<file path="src/rtl/rr_burst_arbiter.sv">
// Round-robin burst arbiter: grants one requester at a time and forwards its beats
// to a shared sink until the requester marks the final beat or MAX_BEATS is reached.
module rr_burst_arbiter #(
    parameter int NUM_REQ   = 4,
    parameter int DATA_W    = 8,
    parameter int MAX_BEATS = 8
) (
    input  logic                      clk,
    input  logic                      reset,
    input  logic [NUM_REQ-1:0]        req_valid,
    input  logic [NUM_REQ*DATA_W-1:0] req_data,
    input  logic [NUM_REQ-1:0]        req_last,
    output logic [NUM_REQ-1:0]        req_ready,
    output logic                      out_valid,
    output logic [DATA_W-1:0]         out_data,
    output logic                      out_last,
    input  logic                      out_ready,
    output logic [NUM_REQ-1:0]        grant_out,
    output logic                      err_overlong
);

    localparam int PTR_W = (NUM_REQ > 1) ? $clog2(NUM_REQ) : 1;

    typedef enum logic {
        IDLE = 1'b0,
        BUSY = 1'b1
    } state_t;

    state_t               state_q;
    logic [PTR_W-1:0]     ptr_q;
    logic [NUM_REQ-1:0]   grant_q;
    logic [7:0]           beat_cnt_q;
    logic                 err_q;

    logic [PTR_W-1:0]     owner_idx;
    logic [PTR_W-1:0]     sel_idx;
    logic [PTR_W-1:0]     ptr_d;
    logic [NUM_REQ-1:0]   grant_d;
    logic                 xfer;

    // Owner index recovered from the one-hot grant; only meaningful while BUSY.
    always_comb begin
        owner_idx = '0;
        for (int i = 0; i < NUM_REQ; i++) begin
            if (grant_q[i]) owner_idx = PTR_W'(i);
        end
    end

    // NOTE: every variable written here gets a default first, so no latch is inferred.
    always_comb begin
        logic [PTR_W-1:0] above_idx;
        logic [PTR_W-1:0] low_idx;
        logic             above_found;
        above_idx   = '0;
        low_idx     = '0;
        above_found = 1'b0;
        // Descending scan: the last hit written is the lowest index.
        for (int i = NUM_REQ - 1; i >= 0; i--) begin
            if (req_valid[i]) begin
                low_idx = PTR_W'(i);
                if (i >= int'(ptr_q)) begin
                    above_idx   = PTR_W'(i);
                    above_found = 1'b1;
                end
            end
        end
        sel_idx = above_found ? above_idx : low_idx;
        grant_d = NUM_REQ'(1) << sel_idx;
        ptr_d   = (owner_idx == PTR_W'(NUM_REQ - 1)) ? '0 : owner_idx + PTR_W'(1);
    end

    always_comb begin
        out_valid = 1'b0;
        out_data  = '0;
        out_last  = 1'b0;
        req_ready = '0;
        if (state_q == BUSY) begin
            out_valid = req_valid[owner_idx];
            out_data  = req_data[owner_idx*DATA_W +: DATA_W];
            out_last  = req_last[owner_idx] || (beat_cnt_q == 8'(MAX_BEATS - 1));
            req_ready = grant_q & {NUM_REQ{out_ready}};
        end
    end

    assign xfer         = out_valid && out_ready;
    assign grant_out    = grant_q;
    assign err_overlong = err_q;

    // NOTE: sequential state uses non-blocking assignments only.
    always_ff @(posedge clk or posedge reset) begin
        if (reset) begin
            state_q    <= IDLE;
            ptr_q      <= '0;
            grant_q    <= '0;
            beat_cnt_q <= '0;
            err_q      <= 1'b0;
        end else begin
            err_q <= 1'b0;
            case (state_q)
                IDLE: begin
                    if (|req_valid) begin
                        grant_q <= grant_d;
                        state_q <= BUSY;
                    end
                end
                BUSY: begin
                    if (xfer) begin
                        if (out_last) begin
                            state_q    <= IDLE;
                            grant_q    <= '0;
                            beat_cnt_q <= '0;
                            ptr_q      <= ptr_d;
                            err_q      <= !req_last[owner_idx];
                        end else begin
                            beat_cnt_q <= beat_cnt_q + 8'd1;
                        end
                    end
                end
                default: state_q <= IDLE;
            endcase
        end
    end

endmodule

</file>
<file path="config.mk">
export PLATFORM = sky130hd
export DESIGN_NAME = rr_burst_arbiter
export DESIGN_NICKNAME = d
export VERILOG_FILES = /design/src/rtl/rr_burst_arbiter.sv
export SDC_FILE = /design/constraint.sdc
export NUM_CORES = 1
export LEC_CHECK = 0
export CORE_MARGIN = 8
export CORE_UTILIZATION = 43
export CTS_BUF_LIST = sky130_fd_sc_hd__clkbuf_16
export DETAILED_ROUTE_END_ITERATION = 7
export HOLD_SLACK_MARGIN = 0.15
export PLACE_DENSITY = 0.93
export SLEW_MARGIN = 20
export SYNTH_ARGS = -nofsm -noshare
export SYNTH_HDL_FRONTEND = slang
export SYNTH_SLANG_ARGS = --single-unit
</file>
<file path="constraint.sdc">
create_clock -name clk -period 3.5 [get_ports clk]
set_input_delay 0.525 -clock clk [delete_from_list [all_inputs] [get_ports clk]]
set_output_delay 0.525 -clock clk [all_outputs]
set_load 0.02 [all_outputs]
</file>
==> impl_metrics.toml <==
[global_route]
grt_pass1_vias = 1265
antenna_found_initial = 0
overflow = 0
grt_max_degree = 22
grt_usage_pct = 15.71
grt_pass1_wl_um = 6472

[worst_setup_path]
cp_data_arrival_time_ns = 2.45
required_ns = 2.97
worstSetupStartpointType = "input pin"
critPathMaxFanout = 6
end_kind = "primary output"
ff2ff_path_depth = 5
critPathKind = "in2out"

[logic_synthesis]
async_flop_share_pct = 100.0
synth_most_common_cell = "nand2_1"
avgSynthCellArea_um2 = 7.707
synth_top_cell_by_area = "dfrtp_1"
synth_edf_count = 0
syn_nets = 207
synthDistinctLibCells = 36
synth_area_leaders = "dfrtp_1 32%, mux2i_1 8.8%, nand2_1 6.9%"
synthCells = 163
yosys.area.top_type_share_pct = 31.87
ys_seq_area_share_pct = 31.87
ys_warn_count = 0
synth_seq_cells = 16
synthTopCellsByCount = "23 x nand2_1, 17 x o21ai_0, 16 x dfrtp_1, 13 x a21oi_1, 11 x mux2i_1"
synthFlopType = "dfrtp_1"
synth_area_um2 = 1256

[power_and_ir_drop]
power.density_nw_per_um2 = 771.2
power_leakage_nw = 0.8048
ir_worst_vdd_mv = 0.5901

[cts]
worst_skew_pair.late_latency_ns = 0.25
hold_buffers = 0
htreeDepth = 1
cts_inserted_buffers = 3
clk_pin_slew_ns = 0.05
clockBufferDepth = 2
tritoncts = "yes"
cts.sinks = 16
cts-resized-gates = 0
cts_setup_buffers = 0
clockRootBuffer = "clkbuf_16"

[sta]
skew_ns = 0.005883
rsz0062_at_grt = "no"
tns_ns = 0
min_period_over_period_pct = 84.86
worst_pin_slew_ns = 0.6052
hold_viol = 0
finalHoldWorstSlack_ns = 0.4959
fin_crit_ns = 2.970
slew_headroom_pct = 59.61
max_clock_freq_mhz = 336.7
setup_viol = 0
drv_slew = 0

[cells_and_area]
syn_to_final_growth_pct = 57.57
nNetsFinal = 269
finish.utilization_pct = 71.78
layout.cells.non_filler = 255
drive_gt1_share_pct = 5.804
num_antenna_cells = 0

[placement]
gp_congestion = 0.8299
portBuffers = 61
placed_cells = 251
hpwl_um = 3086

[detailed_routing]
ant_nets = 0
wl_per_cell_um = 15.55
vias = 1394
firstDrtPassIters = 4
drt-total-wl_um = 3965
viasPerCell = 5.467
drc = 0
drt_iter0_markers = 127

[outcome]
status = "finished clean"

[floorplan]
core_um2 = 2758
io-pin-count = 62
initial_core_util_pct = 45.55
fp.dieArea_um2 = 4907
rows = 19
die_h_um = 70.05
fp.dieW_um = 70.05

[hold_path]
min_path_type = "reg2reg"
holdPathStages = 2

[run]
drv_cap = 0
[kinds of logic after synthesis]
group | Yosys count | share of synthesized area, %
flip-flops | 16 | 31.87
buffers and inverters | 17 | 5.478
AND/OR/NAND/NOR | 72 | 29.78
multiplexers | 12 | 9.960
adder cells (fa/ha/maj) | 1 | 0.9959
AO/OA/AOI/OAI | 45 | 21.91
[state kept, by name, indices dropped and copies added (netlist names)]
register,flops
beat_cnt_q,8
err_overlong,1
state_q,1
ptr_q,2
grant_out,4
[worst max-delay path, cell delays in order]
cell and delay, ns:
clkdlybuf4s50_1 0.57, mux2i_1 0.12, a211oi_1 0.41, and2_1 0.20, clkdlybuf4s50_1 0.62
[path summary, 6_finish.rpt]
| kind | startpoint | endpoint | slack, ns |
|---|---|---|---|
| setup / recovery | req_valid[0] | out_valid | 0.53 |
| hold / removal | beat_cnt_q[1] | beat_cnt_q[1] | 0.50 |
| setup reg to reg | grant_out[1] | beat_cnt_q[4] | 1.43 |
| hold reg to reg | beat_cnt_q[1] | beat_cnt_q[1] | 0.50 |
| max in group asynchronous | reset | grant_out[0] | 2.44 |
| min in group asynchronous | reset | err_overlong | 0.66 |
[cells in the final DEF (no fill, tap or decap), types with 2 or more instances in the layout]
| cell type | Yosys | routed |
|---|---|---|
| nand2b_1 | 9 | 9 |
| inv_1 | 8 | 8 |
| nand2_1 | 23 | 23 |
| nor4_1 | 2 | 2 |
| o22ai_1 | 3 | 3 |
| nor3_1 | 5 | 5 |
| a22o_1 | 3 | 3 |
| and3_1 | 8 | 8 |
| nand4_1 | 2 | 2 |
| mux2i_1 | 11 | 11 |
| dfrtp_1 | 16 | 16 |
| nor2_1 | 9 | 9 |
| nor2b_1 | 2 | 2 |
| nor3b_1 | 2 | 2 |
| a21oi_1 | 13 | 13 |
| o31ai_1 | 2 | 2 |
| clkdlybuf4s50_1 | 0 | 61 |
| o21ai_0 | 17 | 17 |
| buf_4 | 1 | 4 |
| clkbuf_16 | 0 | 3 |
| clkinv_1 | 1 | 2 |
| nand3_1 | 6 | 6 |
[final cells by class]
class / count / area (µm²)
clock buffer: 3 / 75.07
clock inverter: 1 / 3.754
fill: 222 / 778.2
inverter: 9 / 33.78
multi-input combinational: 130 / 787.0
sequential: 16 / 400.4
tap: 31 / 38.79
timing repair buffer: 65 / 640.6
[stage by stage]
stage	area [µm²]	worst slack (ns)	power [W]
after floorplan	1256	1.275	0.0008918
after detailed placement	1901	0.5526	0.001301
after global placement	1901	0.5915	0.001285
final	1979	0.5300	0.001527
after global routing	1979	0.3849	0.001623
after CTS	1979	0.5206	0.001530
[per-layer routing]
metal | GRT usage (%) | wire [µm] | vias up
met1 | 19.30 | 1739 | 649
li1 | - | - | 703
met5 | 0 | 0 | -
met2 | 26.50 | 2017 | 38
met4 | 3.795 | 19 | 0
met3 | 4.096 | 189 | 4
[power breakdown]
| part | switching (W) | internal [W] | leakage (nW) |
|---|---|---|---|
| Sequential | 0.0000670 | 0.000238 | 0.213 |
| Clock | 0.0000714 | 0.000151 | 0.0385 |
| Combinational | 0.000529 | 0.000470 | 0.554 |
| Total | 0.000667 | 0.000859 | 0.805 |
No activity file was read; power rests on OpenSTA's default activity.
